--- src/rtl/lag_stats_pkg.sv ---
// Shared types and constants for the lag tester statistics stage and its
// sequential binary-to-BCD converter.
package lag_stats_pkg;

  localparam int BCD_DIGITS   = 5;
  localparam int SAMPLE_BIN_W = 17;
  localparam int BCD_W        = 4 * BCD_DIGITS;
  localparam int DABBLE_W     = BCD_W + SAMPLE_BIN_W;

  typedef logic [BCD_W-1:0] bcd_word_t;

  typedef enum logic [1:0] {
    ST_IDLE   = 2'd0,
    ST_CONV   = 2'd1,
    ST_UPDATE = 2'd2,
    ST_DABBLE = 2'd3
  } state_e;

  // One double-dabble iteration over {bcd digits, binary}: add 3 to every
  // digit >= 5, then shift the whole word left by one.
  function automatic logic [DABBLE_W-1:0] dabble_step(input logic [DABBLE_W-1:0] v);
    logic [DABBLE_W-1:0] t;
    t = v;
    for (int d = 0; d < BCD_DIGITS; d++) begin
      if (t[SAMPLE_BIN_W+4*d +: 4] >= 4'd5) begin
        t[SAMPLE_BIN_W+4*d +: 4] = t[SAMPLE_BIN_W+4*d +: 4] + 4'd3;
      end
    end
    return {t[DABBLE_W-2:0], 1'b0};
  endfunction

endpackage

--- src/rtl/lag_stats_bin2bcd_seq.sv ---
// Sequential 17-bit binary to 5-digit BCD converter, one double-dabble step
// per cycle. The first step happens on the start edge; done pulses 17 cycles
// after start with bcd_o holding the result until the next conversion.
module bin2bcd_seq
  import lag_stats_pkg::*;
(
  input  logic        clock,
  input  logic        reset_n,
  input  logic        abort,
  input  logic        start,
  input  logic [16:0] bin_i,
  output logic        done,
  output logic [19:0] bcd_o
);

  logic [DABBLE_W-1:0] shift_q, shift_d, stepped;
  logic [4:0]          iter_q, iter_d;
  logic                run_q, run_d;
  logic                done_q, done_d;
  bcd_word_t           bcd_q, bcd_d;

  always_comb begin
    shift_d = shift_q;
    iter_d  = iter_q;
    run_d   = run_q;
    done_d  = 1'b0;
    bcd_d   = bcd_q;
    stepped = dabble_step(shift_q);
    if (abort) begin
      run_d  = 1'b0;
      iter_d = '0;
    end else if (start) begin
      shift_d = dabble_step({{BCD_W{1'b0}}, bin_i});
      iter_d  = 5'(SAMPLE_BIN_W - 1);
      run_d   = 1'b1;
    end else if (run_q) begin
      shift_d = stepped;
      iter_d  = iter_q - 5'd1;
      if (iter_q == 5'd1) begin
        run_d  = 1'b0;
        done_d = 1'b1;
        bcd_d  = stepped[DABBLE_W-1:SAMPLE_BIN_W];
      end
    end
  end

  always_ff @(posedge clock or negedge reset_n) begin
    if (!reset_n) begin
      shift_q <= '0;
      iter_q  <= '0;
      run_q   <= 1'b0;
      done_q  <= 1'b0;
      bcd_q   <= '0;
    end else begin
      shift_q <= shift_d;
      iter_q  <= iter_d;
      run_q   <= run_d;
      done_q  <= done_d;
      bcd_q   <= bcd_d;
    end
  end

  assign done  = done_q;
  assign bcd_o = bcd_q;

endmodule

--- src/rtl/lag_stats.sv ---
// Latency statistics: last/min/max and sliding-window average of BCD samples.
// Min/max tracking is present only when LAG_STATS_MINMAX_EN is defined.
module lag_stats
  import lag_stats_pkg::*;
#(
  parameter int WINDOW_LOG2 = 4
) (
  input  logic                 clock,
  input  logic                 reset_n,
  input  logic                 clear,
  input  logic                 sample_valid,
  input  logic [19:0]          sample_bcd,
  output logic                 busy,
  output logic [19:0]          last_bcd,
  output logic [19:0]          min_bcd,
  output logic [19:0]          max_bcd,
  output logic [19:0]          avg_bcd,
  output logic                 avg_valid,
  output logic [WINDOW_LOG2:0] count,
  output logic                 done,
  output logic                 bcd_error,
  output logic                 overrun,
  output logic [1:0]           dbg_state
);

  localparam int DEPTH = 1 << WINDOW_LOG2;
  localparam int SUM_W = SAMPLE_BIN_W + WINDOW_LOG2;
  localparam logic [WINDOW_LOG2:0] DEPTH_CNT = DEPTH[WINDOW_LOG2:0];

  state_e                  state_q, state_d;
  bcd_word_t               sample_q, sample_d, shift_q, shift_d;
  logic [SAMPLE_BIN_W-1:0] bin_q, bin_d, oldest;
  logic [2:0]              idx_q, idx_d;
  bcd_word_t               last_q, last_d, avg_q, avg_d;
  logic [SUM_W-1:0]        sum_q, sum_d, sum_next;
  logic [WINDOW_LOG2-1:0]  wr_ptr_q, wr_ptr_d;
  logic [WINDOW_LOG2:0]    count_q, count_d;
  logic                    avg_valid_q, avg_valid_d;
  logic                    done_q, done_d, err_q, err_d, overrun_q, overrun_d;
  logic                    ring_we, conv_start, conv_done, full;
  logic [3:0]              digit;
  bcd_word_t               conv_bcd;

  logic [SAMPLE_BIN_W-1:0] ring_mem [DEPTH];

  assign full = (count_q == DEPTH_CNT);

  always_comb begin
    state_d     = state_q;
    sample_d    = sample_q;
    shift_d     = shift_q;
    bin_d       = bin_q;
    idx_d       = idx_q;
    last_d      = last_q;
    sum_d       = sum_q;
    wr_ptr_d    = wr_ptr_q;
    count_d     = count_q;
    avg_d       = avg_q;
    avg_valid_d = avg_valid_q;
    done_d      = 1'b0;
    err_d       = 1'b0;
    overrun_d   = overrun_q;
    ring_we     = 1'b0;
    conv_start  = 1'b0;
    digit       = shift_q[19:16];
    // Until the window has wrapped, the slot being overwritten holds no sample.
    oldest      = full ? ring_mem[wr_ptr_q] : '0;
    sum_next    = sum_q + SUM_W'(bin_q) - SUM_W'(oldest);

    if (sample_valid && state_q != ST_IDLE) overrun_d = 1'b1;

    case (state_q)
      ST_IDLE: begin
        if (sample_valid) begin
          sample_d = sample_bcd;
          shift_d  = sample_bcd;
          bin_d    = '0;
          idx_d    = '0;
          state_d  = ST_CONV;
        end
      end
      ST_CONV: begin
        if (digit > 4'd9) begin
          err_d   = 1'b1;
          state_d = ST_IDLE;
        end else begin
          bin_d   = bin_q * 17'd10 + {13'd0, digit};
          shift_d = {shift_q[15:0], 4'h0};
          idx_d   = idx_q + 3'd1;
          if (idx_q == 3'd4) state_d = ST_UPDATE;
        end
      end
      ST_UPDATE: begin
        last_d     = sample_q;
        sum_d      = sum_next;
        ring_we    = 1'b1;
        wr_ptr_d   = wr_ptr_q + WINDOW_LOG2'(1);
        if (!full) count_d = count_q + (WINDOW_LOG2+1)'(1);
        conv_start = 1'b1;
        state_d    = ST_DABBLE;
      end
      ST_DABBLE: begin
        if (conv_done) begin
          avg_d       = full ? conv_bcd : '0;
          avg_valid_d = full;
          done_d      = 1'b1;
          state_d     = ST_IDLE;
        end
      end
      default: state_d = ST_IDLE;
    endcase

    if (clear) begin
      state_d     = ST_IDLE;
      sample_d    = '0;
      shift_d     = '0;
      bin_d       = '0;
      idx_d       = '0;
      last_d      = '0;
      sum_d       = '0;
      wr_ptr_d    = '0;
      count_d     = '0;
      avg_d       = '0;
      avg_valid_d = 1'b0;
      done_d      = 1'b0;
      err_d       = 1'b0;
      overrun_d   = 1'b0;
      ring_we     = 1'b0;
      conv_start  = 1'b0;
    end
  end

  always_ff @(posedge clock or negedge reset_n) begin
    if (!reset_n) begin
      state_q     <= ST_IDLE;
      sample_q    <= '0;
      shift_q     <= '0;
      bin_q       <= '0;
      idx_q       <= '0;
      last_q      <= '0;
      sum_q       <= '0;
      wr_ptr_q    <= '0;
      count_q     <= '0;
      avg_q       <= '0;
      avg_valid_q <= 1'b0;
      done_q      <= 1'b0;
      err_q       <= 1'b0;
      overrun_q   <= 1'b0;
    end else begin
      state_q     <= state_d;
      sample_q    <= sample_d;
      shift_q     <= shift_d;
      bin_q       <= bin_d;
      idx_q       <= idx_d;
      last_q      <= last_d;
      sum_q       <= sum_d;
      wr_ptr_q    <= wr_ptr_d;
      count_q     <= count_d;
      avg_q       <= avg_d;
      avg_valid_q <= avg_valid_d;
      done_q      <= done_d;
      err_q       <= err_d;
      overrun_q   <= overrun_d;
    end
  end

  always_ff @(posedge clock) begin
    if (ring_we) ring_mem[wr_ptr_q] <= bin_q;
  end

  // Started from UPDATE with the freshly summed value so the result lands in
  // the last DABBLE cycle.
  bin2bcd_seq u_bin2bcd (
    .clock   (clock),
    .reset_n (reset_n),
    .abort   (clear),
    .start   (conv_start),
    .bin_i   (sum_next[SUM_W-1:WINDOW_LOG2]),
    .done    (conv_done),
    .bcd_o   (conv_bcd)
  );

`ifdef LAG_STATS_MINMAX_EN
  logic      mm_seen_q, mm_seen_d;
  bcd_word_t min_q, min_d, max_q, max_d;

  // BCD words compare in numeric order, so no conversion is needed here.
  always_comb begin
    mm_seen_d = mm_seen_q;
    min_d     = min_q;
    max_d     = max_q;
    if (state_q == ST_UPDATE) begin
      if (!mm_seen_q || sample_q < min_q) min_d = sample_q;
      if (!mm_seen_q || sample_q > max_q) max_d = sample_q;
      mm_seen_d = 1'b1;
    end
    if (clear) begin
      mm_seen_d = 1'b0;
      min_d     = '0;
      max_d     = '0;
    end
  end

  always_ff @(posedge clock or negedge reset_n) begin
    if (!reset_n) begin
      mm_seen_q <= 1'b0;
      min_q     <= '0;
      max_q     <= '0;
    end else begin
      mm_seen_q <= mm_seen_d;
      min_q     <= min_d;
      max_q     <= max_d;
    end
  end

  assign min_bcd = min_q;
  assign max_bcd = max_q;
`else
  assign min_bcd = '0;
  assign max_bcd = '0;
`endif

  assign busy      = (state_q != ST_IDLE);
  assign last_bcd  = last_q;
  assign avg_bcd   = avg_q;
  assign avg_valid = avg_valid_q;
  assign count     = count_q;
  assign done      = done_q;
  assign bcd_error = err_q;
  assign overrun   = overrun_q;
  assign dbg_state = state_q;

endmodule

--- config.mk ---
export PLATFORM = sky130hd
export DESIGN_NAME = lag_stats
export DESIGN_NICKNAME = d
export VERILOG_FILES = /design/src/rtl/lag_stats_pkg.sv /design/src/rtl/lag_stats_bin2bcd_seq.sv /design/src/rtl/lag_stats.sv
export SDC_FILE = /design/constraint.sdc
export NUM_CORES = 1
export LEC_CHECK = 0
export ABC_AREA = 1
export CORE_MARGIN = 4
export CORE_UTILIZATION = 55
export CTS_CLUSTER_DIAMETER = 40
export DETAILED_ROUTE_END_ITERATION = 16
export PLACE_DENSITY = 0.83
export SETUP_SLACK_MARGIN = 0.2
export SLEW_MARGIN = 40
export SYNTH_ARGS = -nofsm -noshare
export SYNTH_HDL_FRONTEND = slang
export SYNTH_SLANG_ARGS = --single-unit
--- constraint.sdc ---
create_clock -name clock -period 3.22 [get_ports clock]
set_clock_uncertainty 0.15 [all_clocks]
set_input_delay 0.644 -clock clock [delete_from_list [all_inputs] [get_ports clock]]
set_output_delay 0.644 -clock clock [all_outputs]
set_load 0.01 [all_outputs]
==> results of run 1 <==
## kinds of logic (layout without fill, tap and decap cells)
group                    after synthesis  after routing
AO/OA/AOI/OAI                        532            532
XOR/XNOR                              20             20
other                                  1             40
flip-flops                           471            471
adder cells (fa/ha/maj)               88             88
AND/OR/NAND/NOR                      707            707
buffers and inverters                363            596
## per-stage QoR
step	hold slack, ns	setup TNS [ns]	total power [mW]	instances
floorplan	0.198	0	13.9	2221
global placement	0.310	-10.06	16.8	2850
detailed placement	0.315	-12.63	17.0	2850
CTS	0.332	-11.35	24.3	2959
global route	0.367	-23.66	27.3	2979
finish	0.332	-18.77	26.0	2979
## power groups by stage
stage | registers [mW] | logic, mW | clock network (mW)
after floorplan | 7.61 | 6.28 | 0
after global placement | 7.64 | 9.14 | 0
after detailed placement | 7.67 | 9.38 | 0
after CTS | 7.58 | 10.3 | 6.46
after global routing | 7.65 | 12.9 | 6.74
final | 7.59 | 12.0 | 6.44
## sequential cells by signal, summed over array words and instances, names as in the netlist, 5 cells and up
name	count
shift_q	20
u_bin2bcd.bcd_o	20
sample_q	20
last_bcd	20
u_bin2bcd.iter_q	5
sum_q	21
u_bin2bcd.shift_q	36
bin_q	17
count	5
avg_bcd	20
ring_mem	272
## layer usage
layer | global-route usage (%) | vias to the layer above | wire length (um)
met1 | 36.7 | 8585 | 24200
met5 | 0 | - | 0
li1 | - | 7886 | -
met2 | 46.0 | 1166 | 31200
met3 | 5.51 | 254 | 6400
met4 | 12.0 | 0 | 3260
## Yosys cell counts, types with 8 or more instances
master | number | area [sq um]
nand2_1 | 325 | 1220
o21ai_0 | 304 | 1520
edfxtp_1 | 272 | 8170
nor2_1 | 224 | 841
inv_1 | 215 | 807
dfrtp_1 | 199 | 4980
nand3_1 | 94 | 470
o22ai_1 | 81 | 507
a21oi_1 | 72 | 360
ha_1 | 69 | 863
clkbuf_1 | 53 | 199
buf_4 | 44 | 330
buf_2 | 30 | 150
fa_1 | 19 | 380
o21ai_1 | 18 | 90.1
a41oi_1 | 17 | 149
inv_2 | 15 | 56.3
nand4_1 | 13 | 81.3
xor2_1 | 13 | 114
nand2_2 | 11 | 68.8
nor2_4 | 8 | 90.1
o2111ai_1 | 8 | 70.1
## what timing repair did
action                                  in CTS  in global routing
endpoints found under the hold margin       75                  0
cloned                                       4                  5
buffers inserted                             4                 15
hold buffers                                 1                  0
resized for setup                           82                147
pin swaps                                   17                 65
endpoints found under the setup margin      38                 41
## worst max-delay path by stage
stage	from	to	depth (start not counted)
after floorplan	wr_ptr_q[0]	u_bin2bcd.shift_q[13]	19
after global placement	wr_ptr_q[0]	u_bin2bcd.shift_q[17]	16
after detailed placement	wr_ptr_q[0]	u_bin2bcd.shift_q[13]	17
after CTS	wr_ptr_q[0]	sum_q[17]	17
after global routing	wr_ptr_q[0]	sum_q[19]	20
final	wr_ptr_q[0]	u_bin2bcd.shift_q[13]	18
## worst max-delay path: cells and delay by family (launching register included)
| family | cells | cell delay (ns) |
|---|---|---|
| AO/OA/AOI/OAI | 4 | 0.66 |
| adder cells (fa/ha/maj) | 2 | 0.86 |
| buffers and inverters | 4 | 0.53 |
| flip-flops | 1 | 0.50 |
| AND/OR/NAND/NOR | 8 | 1.07 |
## final cells by class
class                   count  area share (%)
clock buffers              69            5.12
clock inverters            31            1.67
inverters                 231            3.16
multi-input cells        1387            31.0
flip-flops and latches    471            47.2
well taps                 525            2.36
repair buffers            264            9.46
repair inverters            1          0.0584
==> impl_metrics.json, run 1 <==
{
  "end_kind": "register",
  "wire_per_inst_um": 21.8,
  "nets": 2521,
  "vdd_drop_max_mv": 0.710,
  "yosys-mux-area-fraction_pct": 0,
  "vias": 17900,
  "violations": "negative setup slack",
  "synth_area_per_cell_sq_um": 10.2,
  "r2r-end": "u_bin2bcd.shift_q[13]",
  "die-area_sq_um": 43600,
  "post-route-util_pct": 70.0,
  "rows": 73,
  "clk_path_buf_depth": 3,
  "crit_chain": "buf_12, buf_12, clkbuf_16, nor2_1, o22ai_1, nand2_1, a41oi_4, fa_1, inv_2, ha_4, nand2_4, nor3b_4, nor2_4, o21ai_4, nand3_2, nand3b_1, nand3_2, a21oi_2",
  "cts.clk_slew.worst_paths_ns": 0.06,
  "criticalPathCategory": "reg -> reg",
  "multi_input_area_sq_um": 8630,
  "slew_viol_final": 0,
  "grt_max_degree": 79,
  "synth_warnings": 0,
  "rr_startpoint": "wr_ptr_q[0]",
  "drc": 0,
  "drive_gt1_share_pct": 21.0,
  "swShare_pct": 38.3,
  "min_path_cells": 2,
  "yosysUniqueCellTypes": 55,
  "first_iter_violations": 2169,
  "fin_crit_sh_pct": 120,
  "grt_pass1_wl_um": 98100,
  "synth-main-ff-cell": "edfxtp_1",
  "synthAdderAreaFrac_pct": 5.61,
  "placed_cell_area_sq_um": 24900,
  "ys_seq_elements": 471,
  "min_from": "shift_q[1]",
  "cp-start-kind": "register",
  "synthCells": 2182,
  "hold_path.class": "reg -> reg",
  "pin_count": 116,
  "p_per_area_nw_per_um2": 934,
  "synth-edff-count": 272,
  "fin_crit_ns": 3.86,
  "fp.dieH_um": 209,
  "worstMarginPinSlew_ns": 0.837,
  "first_pass_iters": 6,
  "hold_end": "shift_q[1]",
  "mostFrequentLayoutCells": "nand2_1, edfxtp_1, nor2_1",
  "fin_area_sq_um": 27900,
  "start_util_pct": 55.7,
  "via_per_inst": 6.01,
  "grt_pass1_vias": 18100,
  "cp_slowest_cell": "fa_1",
  "hpwl_um": 40000,
  "netlist_area_sq_um": 22200,
  "fin_ws_ns": -0.643,
  "synthArstFlopShare_pct": 42.3,
  "worst_ep_arrival_time_ns": 4.25,
  "cts_tree": "yes",
  "p_switching_mw": 9.96,
  "antenna_found_initial": 0,
  "status": "finished with violations",
  "grt_overflow": 0,
  "register_area_sq_um": 13200,
  "power_frac_clock_pct": 24.7,
  "synth_top_family_by_area": "simple AND/OR/NAND/NOR gates",
  "place_worst_setup_slack_ns": -0.499,
  "slowest_delay_ns": 0.55,
  "synth_xor_area_share_pct": 0.790,
  "dieWidth_um": 209,
  "ant_nets": 0,
  "mostFrequentLayoutCell": "nand2_1",
  "antenna_cells": 0,
  "setup_viol": 36,
  "worstPathRequired_ns": 3.61,
  "syn_to_final_growth_pct": 25.7,
  "hold_violations": 0,
  "ctsHtreeMaxLevel": 2,
  "synth_compound_area_share_pct": 13.4,
  "rsz0062_at_grt": "true",
  "ys_seq_area_share_pct": 59.3,
  "placeableCoreArea_sq_um": 39800,
  "timing.fmax_mhz": 259,
  "gp_congestion": 0.917,
  "wirelength_um": 65100,
  "cts_root_buf": "clkbuf_16",
  "r2r_cells": 18,
  "regToRegSetupSlack_ns": -0.64,
  "cts_buffers": 53,
  "fill_cells": 2576,
  "pwr-share-comb_pct": 46.1,
  "maxSlewHeadroom_pct": 43.9,
  "drv_cap": 0,
  "cts.sinks": 471,
  "internal-power_mw": 16.1,
  "cp_max_fo": 6,
  "portBuffers": 75,
  "gr-usage-all-layers_pct": 28.0,
  "synth-simple-area-share_pct": 13.7,
  "clk_latency_ns": 0.63,
  "p_leak_nw": 11.5,
  "power_frac_seq_pct": 29.2
}
No activity file was read; power rests on OpenSTA's default activity.
==> run 2: changes to the inputs <==
SETUP_SLACK_MARGIN = 0.1   (was 0.2)
==> run 2 against run 1 <==
The run still ends with negative setup slack left. Worst setup slack worse by 0.039 ns. Final cell count is 0.50% higher. Sequential power about the same. Register-to-register slack got worse by 0.04 ns. Power shrank 2.3%. Die area unchanged. Highest routed layer unchanged. Worst hold slack lost 0.0058 ns. Combinational power is 7% lower.
==> impl_metrics.json, run 2 (synthesis gave the netlist of run 1 again) <==
{
  "first_iter_violations": 2115,
  "first_pass_iters": 8,
  "rows": 73,
  "largest_register_ffs": 272,
  "placeableCoreArea_sq_um": 39800,
  "p_per_area_nw_per_um2": 913,
  "gp_congestion": 0.965,
  "syn_to_final_growth_pct": 25.7,
  "grt_overflow": 0,
  "cts_root_buf": "clkbuf_16",
  "clk_latency_ns": 0.64,
  "power_frac_clock_pct": 26.1,
  "cts.sinks": 471,
  "worst_ep_arrival_time_ns": 4.21,
  "gr-usage-all-layers_pct": 27.6,
  "mostFrequentLayoutCells": "nand2_1, edfxtp_1, nor2_1",
  "ctsHtreeMaxLevel": 2,
  "reg.largest.list": "ring_mem (272), u_bin2bcd.shift_q (36), sum_q (21)",
  "hold_path.class": "reg -> reg",
  "criticalPathCategory": "reg -> reg",
  "drive_gt1_share_pct": 21.1,
  "met1_usage_pct": 35.4,
  "p_switching_mw": 9.86,
  "place_worst_setup_slack_ns": -0.542,
  "die-area_sq_um": 43600,
  "vdd_drop_max_mv": 0.637,
  "fin_crit_sh_pct": 121,
  "hold_violations": 0,
  "wirelength_um": 66700,
  "dieWidth_um": 209,
  "setup_viol": 36,
  "nets": 2533,
  "maxSlewHeadroom_pct": 42.4,
  "p_leak_nw": 11.5,
  "pwr-share-comb_pct": 44.1,
  "finalPower_mw": 25.4,
  "grtUsageMet3_pct": 5.67,
  "cts_tree": "yes",
  "rsz0062_at_grt": "true",
  "tns_ns": -18.73,
  "wire_per_inst_um": 22.3,
  "fin_ws_ns": -0.682,
  "portBuffers": 75,
  "drv_cap": 0,
  "hpwl_um": 39700,
  "violations": "negative setup slack",
  "post-route-util_pct": 70.0,
  "start_util_pct": 55.7,
  "grt_pass1_vias": 17800,
  "regToRegSetupSlack_ns": -0.68,
  "grt_busiest_layer": "met2",
  "grtUsageMet2_pct": 47.1,
  "timing.fmax_mhz": 256,
  "antenna_cells": 0,
  "end_kind": "register",
  "drc": 0,
  "slew_viol_final": 0,
  "whs_ns": 0.326,
  "mostFrequentLayoutCell": "nand2_1",
  "via_per_inst": 6.02,
  "internal-power_mw": 15.6,
  "vias": 18000,
  "ant_nets": 0,
  "pin_count": 116,
  "cp_max_fo": 16,
  "cp-start-kind": "register",
  "antenna_found_initial": 0,
  "worstPathRequired_ns": 3.52,
  "swShare_pct": 38.8,
  "status": "finished with violations",
  "grt_pass1_wl_um": 96200,
  "regMostFlops": "ring_mem",
  "cts_buffers": 58,
  "clk_path_buf_depth": 3,
  "cts.clk_slew.worst_paths_ns": 0.07,
  "fp.dieH_um": 209,
  "worstMarginPinSlew_ns": 0.863,
  "power_frac_seq_pct": 29.8,
  "fin_crit_ns": 3.90,
  "grt_max_degree": 52
}
## run 2: layout make-up
cell class	instances	area, sq um
timing repair buffer	271	2700
fill	2641	12000
multi-input combinational	1387	8490
clock buffer	64	1510
clock inverter	44	467
timing repair inverter	1	8.76
tap	525	657
inverter	231	882
sequential	471	13200
## run 2: final timing paths
kind | startpoint | to | cells after the start
max | wr_ptr_q[0] | sum_q[19] | 18
min | shift_q[2] | shift_q[2] | 2
max reg2reg | wr_ptr_q[0] | sum_q[19] | 18
min reg2reg | shift_q[2] | shift_q[2] | 2
max in group asynchronous | reset_n | sum_q[6] | 3
min in group asynchronous | reset_n | avg_bcd[13] | 2
## run 2: power groups by stage
stage / logic (mW) / registers [mW] / clock network, mW
floorplan: 6.06 / 7.61 / 0
global placement: 8.91 / 7.63 / 0
detailed placement: 9.13 / 7.66 / 0
CTS: 9.82 / 7.57 / 6.61
global route: 12.1 / 7.66 / 6.97
finish: 11.2 / 7.59 / 6.64
## run 2: per-layer routing
metal / vias up / wire length, um
met1: 8737 / 24000
li1: 7916 / -
met5: - / 0
met4: 0 / 3500
met3: 259 / 6350
met2: 1099 / 32800
## run 2: metrics by stage
stage	cells	area, sq um
2_1_floorplan	2221	22800
3_5_place_dp	2863	24900
4_1_cts	2974	27200
5_1_grt	2994	27900
6_report	2994	27900
3_3_place_gp	2863	24900
## run 2: repair_timing
action / in CTS / in global routing
endpoints found under the setup margin: 36 / 40
resized for setup: 82 / 162
pin swaps: 15 / 66
setup buffers: 0 / 13
endpoints found under the hold margin: 42 / 0
hold buffers: 1 / 0
cloned: 2 / 7
## run 2: critical path: stages, from the launching register on
cell,delay (ns)
dfrtp_4,0.56
buf_12,0.19
buf_12,0.16
o21ai_1,0.10
o22ai_1,0.20
nand2_1,0.16
a41oi_4,0.38
fa_1,0.49
inv_2,0.08
ha_4,0.22
nand2_1,0.12
buf_4,0.13
nor2_1,0.04
buf_4,0.14
a21o_1,0.17
nand2_1,0.08
nand4_1,0.10
nand3_1,0.13
o21ai_0,0.11
